`config.mk`:
```
export PLATFORM = sky130hd
export DESIGN_NAME = uart_cmd_responder
export DESIGN_NICKNAME = d
export VERILOG_FILES = /design/src/rtl/uart_cmd_pkg.sv /design/src/rtl/uart_cmd_regfile.sv /design/src/rtl/uart_cmd_responder.sv
export SDC_FILE = /design/constraint.sdc
export NUM_CORES = 1
export LEC_CHECK = 0
export BUFFER_PORTS_ARGS = -buffer_cell sky130_fd_sc_hd__buf_2
export CORE_ASPECT_RATIO = 0.8
export CORE_UTILIZATION = 61
export CTS_CLUSTER_DIAMETER = 120
export DETAILED_ROUTE_END_ITERATION = 10
export PLACE_DENSITY_LB_ADDON = 0.25
export RECOVER_POWER = 100
export SLEW_MARGIN = 20
export SYNTH_ARGS = -nofsm -noshare
export SYNTH_HDL_FRONTEND = slang
export SYNTH_SLANG_ARGS = --single-unit
```
`constraint.sdc`:
```
create_clock -name clk -period 4.4 [get_ports clk]
set_input_delay 1.1 -clock clk [delete_from_list [all_inputs] [get_ports clk]]
set_output_delay 1.1 -clock clk [all_outputs]
set_load 0.02 [all_outputs]
```
`src/rtl/uart_cmd_pkg.sv`:
```
// Shared constants, FSM encoding and frame payload for the UART command responder.
package uart_cmd_pkg;

  localparam logic [7:0] CMD_WR  = 8'h57;
  localparam logic [7:0] CMD_RD  = 8'h52;
  localparam logic [7:0] RSP_ACK = 8'h06;
  localparam logic [7:0] RSP_NAK = 8'h15;

  typedef enum logic [2:0] {
    IDLE,
    GET_ADDR,
    GET_DATA,
    EXEC,
    SEND,
    WAIT_TX,
    WAIT_BUSY
  } state_e;

  typedef struct packed {
    logic [7:0] cmd;
    logic [7:0] data;
  } frame_t;

  function automatic logic is_known_cmd(input logic [7:0] c);
    return (c == CMD_WR) || (c == CMD_RD);
  endfunction

endpackage

```
`src/rtl/uart_cmd_regfile.sv`:
```
// Small 8-bit register file with single write port and a flat read bus.
module uart_cmd_regfile
  import uart_cmd_pkg::*;
#(
  parameter int unsigned NUM_REGS = 4,
  parameter int unsigned ADDR_W   = 2
) (
  input  logic                  clk,
  input  logic                  rst_n,
  input  logic                  we_i,
  input  logic [ADDR_W-1:0]     waddr_i,
  input  logic [7:0]            wdata_i,
  output logic [NUM_REGS*8-1:0] rdata_o
);

  logic [7:0] regs_q [NUM_REGS];

  always_ff @(posedge clk or negedge rst_n) begin
    if (!rst_n) begin
      for (int i = 0; i < int'(NUM_REGS); i++) regs_q[i] <= 8'h00;
    end else if (we_i) begin
      for (int i = 0; i < int'(NUM_REGS); i++) begin
        if (waddr_i == ADDR_W'(i)) regs_q[i] <= wdata_i;
      end
    end
  end

  for (genvar g = 0; g < int'(NUM_REGS); g++) begin : g_rd
    assign rdata_o[8*g +: 8] = regs_q[g];
  end

endmodule

```
`src/rtl/uart_cmd_responder.sv`:
```
// Parses host write/read frames from uart_rx, accesses the register file and
// launches exactly one response byte per completed frame towards uart_tx.
module uart_cmd_responder
  import uart_cmd_pkg::*;
#(
  parameter int unsigned NUM_REGS    = 4,
  parameter int unsigned ADDR_W      = 2,
  parameter int unsigned TIMEOUT_CYC = 50000
) (
  input  logic                  clk,
  input  logic                  rst_n,
  input  logic [7:0]            rx_data,
  input  logic                  rx_valid,
  input  logic                  tx_busy,
  output logic [7:0]            tx_data,
  output logic                  tx_start,
  output logic [NUM_REGS*8-1:0] reg_bus,
  output logic                  cmd_done,
  output logic                  err_timeout,
  output logic                  err_drop
);

  localparam int unsigned CNT_W = $clog2(TIMEOUT_CYC + 1);
  localparam logic [ADDR_W:0] NUM_REGS_W = (ADDR_W + 1)'(NUM_REGS);
  localparam logic [CNT_W-1:0] CNT_LAST  = CNT_W'(TIMEOUT_CYC - 1);

  state_e              state_q, state_d;
  frame_t              frame_q, frame_d;
  logic [ADDR_W-1:0]   addr_q, addr_d;
  logic [CNT_W-1:0]    cnt_q, cnt_d;
  logic [7:0]          tx_data_q, tx_data_d;
  logic                tx_start_q, tx_start_d;
  logic                cmd_done_q, cmd_done_d;
  logic                err_timeout_q, err_timeout_d;
  logic                err_drop_q, err_drop_d;
  logic                we_c;
  logic                addr_ok_c;
  logic [7:0]          rd_byte_c;

  uart_cmd_regfile #(
    .NUM_REGS (NUM_REGS),
    .ADDR_W   (ADDR_W)
  ) u_regfile (
    .clk     (clk),
    .rst_n   (rst_n),
    .we_i    (we_c),
    .waddr_i (addr_q),
    .wdata_i (frame_q.data),
    .rdata_o (reg_bus)
  );

  assign addr_ok_c = ({1'b0, addr_q} < NUM_REGS_W);

  // Read mux over the implemented registers only.
  always_comb begin
    rd_byte_c = 8'h00;
    for (int i = 0; i < int'(NUM_REGS); i++) begin
      if (addr_q == ADDR_W'(i)) rd_byte_c = reg_bus[8*i +: 8];
    end
  end

  always_ff @(posedge clk or negedge rst_n) begin
    if (!rst_n) begin
      state_q       <= IDLE;
      frame_q       <= '0;
      addr_q        <= '0;
      cnt_q         <= '0;
      tx_data_q     <= 8'h00;
      tx_start_q    <= 1'b0;
      cmd_done_q    <= 1'b0;
      err_timeout_q <= 1'b0;
      err_drop_q    <= 1'b0;
    end else begin
      state_q       <= state_d;
      frame_q       <= frame_d;
      addr_q        <= addr_d;
      cnt_q         <= cnt_d;
      tx_data_q     <= tx_data_d;
      tx_start_q    <= tx_start_d;
      cmd_done_q    <= cmd_done_d;
      err_timeout_q <= err_timeout_d;
      err_drop_q    <= err_drop_d;
    end
  end

  always_comb begin
    state_d       = state_q;
    frame_d       = frame_q;
    addr_d        = addr_q;
    cnt_d         = cnt_q;
    tx_data_d     = tx_data_q;
    tx_start_d    = 1'b0;
    cmd_done_d    = 1'b0;
    err_timeout_d = err_timeout_q;
    err_drop_d    = err_drop_q;
    we_c          = 1'b0;

    unique case (state_q)
      IDLE: begin
        cnt_d = '0;
        if (rx_valid) begin
          frame_d.cmd = rx_data;
          state_d     = is_known_cmd(rx_data) ? GET_ADDR : EXEC;
        end
      end
      GET_ADDR: begin
        // A byte arriving on the expiry cycle wins over the timeout.
        if (rx_valid) begin
          addr_d  = rx_data[ADDR_W-1:0];
          cnt_d   = '0;
          state_d = (frame_q.cmd == CMD_WR) ? GET_DATA : EXEC;
        end else if (cnt_q == CNT_LAST) begin
          err_timeout_d = 1'b1;
          state_d       = IDLE;
        end else begin
          cnt_d = cnt_q + CNT_W'(1);
        end
      end
      GET_DATA: begin
        if (rx_valid) begin
          frame_d.data = rx_data;
          cnt_d        = '0;
          state_d      = EXEC;
        end else if (cnt_q == CNT_LAST) begin
          err_timeout_d = 1'b1;
          state_d       = IDLE;
        end else begin
          cnt_d = cnt_q + CNT_W'(1);
        end
      end
      EXEC: begin
        if (!is_known_cmd(frame_q.cmd) || !addr_ok_c) begin
          tx_data_d = RSP_NAK;
        end else if (frame_q.cmd == CMD_WR) begin
          we_c      = 1'b1;
          tx_data_d = RSP_ACK;
        end else begin
          tx_data_d = rd_byte_c;
        end
        state_d = SEND;
      end
      SEND: begin
        if (!tx_busy) begin
          tx_start_d = 1'b1;
          cmd_done_d = 1'b1;
          state_d    = WAIT_TX;
        end
      end
      WAIT_TX:   state_d = WAIT_BUSY;
      WAIT_BUSY: if (!tx_busy) state_d = IDLE;
      default:   state_d = IDLE;
    endcase

    // Bytes arriving while a response is in flight are discarded.
    if (rx_valid && (state_q inside {EXEC, SEND, WAIT_TX, WAIT_BUSY})) err_drop_d = 1'b1;
  end

  assign tx_data     = tx_data_q;
  assign tx_start    = tx_start_q;
  assign cmd_done    = cmd_done_q;
  assign err_timeout = err_timeout_q;
  assign err_drop    = err_drop_q;

endmodule
```
==> load_flow_metrics.sql, run 1 <==
INSERT INTO impl_metrics (metric_group, metric, value, unit) VALUES
('synth', 'ys_seq_elements', '80', ''),
('critical_path', 'critical_register_to_register_path_startpoint', 'state_q[2]', ''),
('floorplan', 'design.core.area', '0.00597', 'sq mm'),
('critical_path', 'critical_path.max_stage_delay', '1.64', 'ns'),
('detailed_routing', 'vias_per_cell', '6.09', ''),
('clock_tree', 'clock_tree.htree_level_count', '3', ''),
('sta', 'final_max_slew_viol_count', '99', ''),
('detailed_routing', 'antenna_left', '0', ''),
('clock_tree', 'cts_setup_buffers', '0', ''),
('critical_path', 'start_kind', 'register', ''),
('detailed_routing', 'drc_errors', '0', ''),
('detailed_routing', 'final_routed_wire_length_divided_by_cell_count', '17.9', 'um'),
('global_routing', 'wire_length_of_the_first_global_routing_pass', '13100', 'um'),
('clock_tree', 'cts_tree', 'done', ''),
('floorplan', 'top_level_ports', '56', ''),
('synth', 'synth_adder_area_share', '0.326', '%'),
('clock_tree', 'clkTransAtPathRegs', '0.08', 'ns'),
('synth', 'netlist_area', '0.00384', 'sq mm'),
('layout', 'num_antenna_cells', '0', ''),
('synth', 'synth_simple_gate_area_share', '16.0', '%'),
('critical_path', 'crit_path_top_delay_cell', 'sky130_fd_sc_hd__nor4b_1', ''),
('sta', 'setup_total_negative_slack', '0', 'ns'),
('flow_run', 'maxCapViolations', '3', ''),
('sta', 'final_setup_skew', '0.0104', 'ns'),
('min_path', 'depth_of_the_worst_hold_timing_path', '1', ''),
('floorplan', 'design.die.area', '0.00661', 'sq mm'),
('critical_path', 'worst-r2r-setup-slack', '1.13', 'ns'),
('critical_path', 'critPathMaxFanout', '17', ''),
('critical_path', 'timing.critical_path.buf_inv', '0', ''),
('power_and_ir_drop', 'leakage', '1.86', 'nW'),
('critical_path', 'critical_path.top_delay_family', 'simple AND/OR/NAND/NOR gates', ''),
('detailed_routing', 'detailedRoute.firstPassIterationCount', '4', ''),
('critical_path', 'cp.required', '4.63', 'ns'),
('min_path', 'min_delay_path_class', 'register to register', ''),
('global_routing', 'globalRoute.totalOverflow', '0', ''),
('sta', 'period_needed', '3.27', 'ns'),
('synth', 'yosysWarnings', '0', ''),
('layout', 'most-common-layout-cells', 'sky130_fd_sc_hd__dfrtp_1 (80), sky130_fd_sc_hd__clkbuf_1 (46), sky130_fd_sc_hd__mux2_2 (38)', ''),
('synth', 'postSynthNetCount', '331', ''),
('floorplan', 'initial_core_util', '64.2', '%'),
('synth', 'synth_ff_type', 'sky130_fd_sc_hd__dfrtp_1', ''),
('power_and_ir_drop', 'power-per-cell-area', '505', 'mW/mm^2'),
('clock_tree', 'holdBufCountCts', '0', ''),
('global_routing', 'grt_antenna_before_repair', '0', ''),
('min_path', 'holdCritStartpoint', 'err_drop', ''),
('sta', 'final_hold_slack', '0.466', 'ns'),
('global_routing', 'maximum_number_of_pins_on_one_net_before_global_route_repair', '81', ''),
('synth', 'synth.mux.area_fraction', '19.9', '%'),
('sta', 'rsz0062_at_grt', 'no', ''),
('clock_tree', 'postCtsResizedCells', '0', ''),
('synth', 'number_of_synthesized_flops_with_an_enable_pin', '0', ''),
('layout', 'area.growth.synth_to_final', '9.88', '%'),
('floorplan', 'die_boundary_height', '72.9', 'um'),
('layout', 'final_layout_size_suffix_gt1_share', '20.3', '%'),
('detailed_routing', 'first_iter_violations', '236', ''),
('critical_path', 'worstPathArrival', '3.49', 'ns'),
('place', 'detailed_place_hpwl', '5610', 'um'),
('sta', 'final_critical_path_setup_slack', '1.13', 'ns'),
('clock_tree', 'clk_latency_worst_skew_pair', '0.34', 'ns'),
('detailed_routing', 'wirelength', '8160', 'um'),
('synth', 'synth_seq_area_share', '52.2', '%'),
('sta', 'fin_crit_sh', '74.3', '%'),
('floorplan', 'rows', '25', ''),
('run_status', 'status', 'complete, but fails checks', ''),
('run_status', 'failed_checks', 'max-capacitance violations, max-slew violations', ''),
('synth', 'synthesis.area_per_instance', '12.1', 'sq um'),
('sta', 'max_slew_margin', '-37.9', '%'),
('place', 'pre_cts_slack', '1.55', 'ns'),
('synth', 'synth_compound_gate_area_share', '8.12', '%'),
('global_routing', 'grt_util_all_layers', '26.1', '%'),
('place', 'buffer_ports.inserted', '55', '');
## worst max path at each step
| stage | end | slack [ns] | cells past startpoint | startpoint |
|---|---|---|---|---|
| after detailed placement | cnt_q[10] | 1.55 | 5 | rx_valid |
| final | u_regfile.rdata_o[17] | 1.13 | 4 | state_q[2] |
| after floorplan | cnt_q[15] | 2.03 | 5 | rx_valid |
| after global routing | u_regfile.rdata_o[17] | 0.92 | 4 | state_q[2] |
| after global placement | cnt_q[10] | 1.58 | 5 | rx_valid |
| after CTS | cnt_q[10] | 1.91 | 5 | rx_valid |
## cell usage after synthesis, drive strengths merged (2+ instances only)
library cell  number  share of area (%)
a211oi             2               0.39
a21o               4               0.78
a21oi             10                1.3
a31oi              3               0.49
and3               4               0.65
and4               4               0.91
buf                6                1.0
clkbuf             8               0.78
dfrtp             80                 52
inv               10               0.98
mux2              49                 15
mux4               8                4.7
nand2             31                3.0
nand2b             7                1.1
nand3             16                2.4
nand4              6               0.98
nor2               8               0.78
nor2b              2               0.33
nor3               4               0.78
nor4b              4                1.3
nor4bb             2               0.52
o211ai             4               0.78
o21ai             19                2.5
o311ai             3               0.69
or2                3               0.49
or3                3               0.49
or4                3               0.68
xnor2              2               0.46
## layer usage
metal | wire (um) | share of wire (%) | track usage, %
met1 | 3910 | 48 | 38.6
met2 | 3680 | 45 | 38.6
met3 | 448 | 5.5 | 6.04
met4 | 123 | 1.5 | 8.24
met5 | 0 | 0 | 0
## state kept, by name, indices dropped and copies added (netlist names)
register,count
err_timeout,1
addr_q,2
cmd_done,1
frame_q,16
tx_data,8
cnt_q,16
u_regfile.rdata_o,32
state_q,3
err_drop,1
## stage by stage
step	cell area [sq um]	cells	total power [mW]	util, %
detailed placement	4150	440	1.63	69.4
global route	4220	456	2.24	70.6
floorplan	3840	318	1.48	-
CTS	4340	456	2.16	72.7
finish	4220	456	2.13	70.6
global placement	4150	440	1.61	69.4
## where the power goes
| part | internal [mW] | switching, mW |
|---|---|---|
| sequential | 0.864 | 0.198 |
| combinational | 0.235 | 0.299 |
| clock | 0.262 | 0.268 |
| total | 1.36 | 0.766 |
## kinds of logic after synthesis
group / Yosys count
AOI/OAI and AO/OA: 51
xor gates and xnor gates: 3
muxes: 57
buffers and inverters: 24
DFF: 80
adders and majority gates: 1
and+or+nand+nor: 102
## area by class of cell
class	count	area, sq um
clock inverters	7	72.6
well taps	81	101
flip-flops and latches	80	2000
clock buffers	9	124
repair buffers	55	218
fillers	449	1760
multi-input cells	214	1660
inverters	10	37.5
No activity file was read; power rests on OpenSTA's default activity.
==> run 2, diff against run 1 <==
- CORE_UTILIZATION: 61 -> 57
- clock period: 4.4 -> 3.21 ns (I/O delays scaled with it)
==> load_flow_metrics.sql, run 2 (synthesized netlist as in run 1, its figures left out) <==
INSERT INTO impl_metrics (metric_group, metric, value, unit) VALUES
('run_status', 'status', 'complete, no violations', ''),
('global_routing', 'gr-usage-met3', '6.99', '%'),
('critical_path', 'critical_path.max_stage_delay', '1.03', 'ns'),
('critical_path', 'crit_path_top_delay_cell', 'sky130_fd_sc_hd__nor4_2', ''),
('clock_tree', 'tritoncts.num_buffers', '9', ''),
('detailed_routing', 'antenna_left', '0', ''),
('detailed_routing', 'drc_errors', '0', ''),
('flow_run', 'maxCapViolations', '0', ''),
('sta', 'upper_clock_frequency_limit', '0.379', 'GHz'),
('clock_tree', 'clock_tree.htree_level_count', '3', ''),
('detailed_routing', 'final_routed_wire_length_divided_by_cell_count', '18.0', 'um'),
('critical_path', 'worstSetupEndpoint', 'u_regfile.rdata_o[10]', ''),
('sta', 'fin_crit_sh', '82.3', '%'),
('detailed_routing', 'number_of_vias_after_detailed_routing', '2774', ''),
('global_routing', 'grt_util_all_layers', '25.0', '%'),
('clock_tree', 'cts_setup_buffers', '0', ''),
('clock_tree', 'root_buffer', 'sky130_fd_sc_hd__clkbuf_8', ''),
('place', 'buffer_ports.inserted', '55', ''),
('layout', 'mostFrequentLayoutCell', 'sky130_fd_sc_hd__dfrtp_1', ''),
('layout', 'final_layout_size_suffix_gt1_share', '21.7', '%'),
('min_path', 'depth_of_the_worst_hold_timing_path', '1', ''),
('detailed_routing', 'wirelength', '8300', 'um'),
('floorplan', 'design.core.area', '0.00644', 'sq mm'),
('global_routing', 'globalRouteMet2Util', '36.5', '%'),
('detailed_routing', 'vias_per_cell', '6.00', ''),
('global_routing', 'grt.busiest_layer', 'met1', ''),
('critical_path', 'critPathMaxFanout', '13', ''),
('critical_path', 'cp_num_cells', '4', ''),
('floorplan', 'rows', '26', ''),
('place', 'placed_cell_area', '0.00417', 'sq mm'),
('place', 'place.detailed.instances', '445', ''),
('layout', 'area.growth.synth_to_final', '12.2', '%'),
('critical_path', 'worstPathArrival', '2.88', 'ns'),
('critical_path', 'start_kind', 'register', ''),
('clock_tree', 'clkTransAtPathRegs', '0.08', 'ns'),
('critical_path', 'worstSetupStartpoint', 'state_q[1]', ''),
('sta', 'rsz0062_at_grt', 'no', ''),
('sta', 'setup_viol_count_final', '0', ''),
('sta', 'final_setup_skew', '0.00668', 'ns'),
('critical_path', 'worst-r2r-setup-slack', '0.57', 'ns'),
('layout', 'num_antenna_cells', '0', ''),
('detailed_routing', 'first_iter_violations', '270', ''),
('critical_path', 'setup.worst_path.end_class', 'register', ''),
('layout', 'fillerInstances', '521', ''),
('place', 'detailed_place_hpwl', '5770', 'um'),
('layout', 'stdcell_area', '0.00430', 'sq mm'),
('layout', 'most-common-layout-cells', 'sky130_fd_sc_hd__dfrtp_1 (80), sky130_fd_sc_hd__clkbuf_1 (48), sky130_fd_sc_hd__mux2_2 (41)', ''),
('power_and_ir_drop', 'peakVddDrop', '347', 'uV'),
('floorplan', 'design.die.area', '0.00706', 'sq mm'),
('layout', 'finish.net_count', '386', ''),
('place', 'gp_routability_congestion', '0.862', ''),
('sta', 'final_critical_path_setup_slack', '0.569', 'ns'),
('place', 'pre_cts_slack', '0.993', 'ns'),
('critical_path', 'timing.critical_path.buf_inv', '0', ''),
('detailed_routing', 'detailedRoute.firstPassIterationCount', '5', ''),
('global_routing', 'grt_antenna_before_repair', '0', ''),
('sta', 'final_max_slew_viol_count', '0', ''),
('sta', 'hold_violations', '0', ''),
('clock_tree', 'holdBufCountCts', '0', ''),
('critical_path', 'critical_register_to_register_path_startpoint', 'state_q[1]', ''),
('sta', 'setup_total_negative_slack', '0', 'ns'),
('critical_path', 'cp.required', '3.45', 'ns'),
('global_routing', 'wire_length_of_the_first_global_routing_pass', '12900', 'um'),
('floorplan', 'die_boundary_height', '75.4', 'um'),
('critical_path', 'timing.critical_path.cells', 'and3b_1, nand3_4, nor4_2, mux2_2', ''),
('clock_tree', 'cts_num_sinks', '80', ''),
('critical_path', 'critical_path.top_delay_family', 'simple AND/OR/NAND/NOR gates', ''),
('sta', 'period_needed', '2.64', 'ns'),
('global_routing', 'globalRoute.totalOverflow', '0', ''),
('min_path', 'min_delay_path_class', 'register to register', ''),
('clock_tree', 'clock_tree.buffer_depth', '2', ''),
('floorplan', 'die_width', '93.7', 'um'),
('critical_path', 'worstRegToRegCells', '4', ''),
('sta', 'transition_time_at_the_pin_with_the_least_slew_margin', '1.29', 'ns'),
('power_and_ir_drop', 'leakage', '1.88', 'nW'),
('floorplan', 'initial_core_util', '59.6', '%'),
('global_routing', 'met1_usage', '37.6', '%'),
('global_routing', 'grt_pass1_vias', '2497', ''),
('layout', 'largest_reg_flops', '32', ''),
('clock_tree', 'clk_latency_worst_skew_pair', '0.35', 'ns'),
('critical_path', 'setup.worst_path.class', 'register to register', ''),
('sta', 'max_slew_margin', '14.0', '%'),
('critical_path', 'critical_path.reg2reg.endpoint', 'u_regfile.rdata_o[10]', ''),
('clock_tree', 'postCtsResizedCells', '0', ''),
('global_routing', 'maximum_number_of_pins_on_one_net_before_global_route_repair', '81', ''),
('power_and_ir_drop', 'power-per-cell-area', '709', 'mW/mm^2'),
('clock_tree', 'cts_tree', 'done', ''),
('layout', 'final-instance-count-excl-fill', '462', ''),
('floorplan', 'top_level_ports', '56', '');
## run 2: changes by cell type in the layout (fill, tap and decap cells not counted), sizes merged
cell,change
clkinvlp,-1
clkbuf,+3
buf,+3
clkinv,-3
bufinv,+1
## run 2: report_power, final
part,switching (mW),internal [mW],total (mW)
clock network,0.355,0.482,0.837
registers,0.240,1.18,1.43
logic,0.460,0.331,0.791
total,1.06,2.00,3.05
## run 2: how the worst min path moves through the flow
stage	to	startpoint
2_1_floorplan	cnt_q[10]	cnt_q[10]
4_1_cts	err_drop	err_drop
6_report	err_drop	err_drop
3_3_place_gp	err_drop	err_drop
5_1_grt	err_drop	err_drop
3_5_place_dp	err_timeout	err_timeout
## run 2: worst register-to-register path: stages (launching register included)
cell	delay [ns]
sky130_fd_sc_hd__dfrtp_1	0.60
sky130_fd_sc_hd__and3b_1	0.34
sky130_fd_sc_hd__nand3_4	0.12
sky130_fd_sc_hd__nor4_2	1.03
sky130_fd_sc_hd__mux2_2	0.44
## run 2: layout make-up
type	count	area, sq um	share of cell area, %
Multi-Input combinational cell	214	1670	38.9
Clock buffer	12	155	3.60
Inverter	10	37.5	0.872
Clock inverter	4	76.3	1.77
Tap cell	84	105	2.44
Sequential cell	80	2000	46.5
Timing Repair Buffer	58	254	5.90
## run 2: through the flow
step	power, mW	utilization, %	hold WS, ns
after floorplan	2.02	-	0.467
after global placement	2.23	64.7	0.443
after detailed placement	2.26	64.7	0.458
after CTS	3.11	68.3	0.482
after global routing	3.23	66.8	0.509
final	3.05	66.8	0.469
## run 2: routing by layer
metal  vias up  wire (um)
li1       1281          -
met3         4        512
met2       112       3750
met5         -          0
met4         0         52
met1      1377       3990
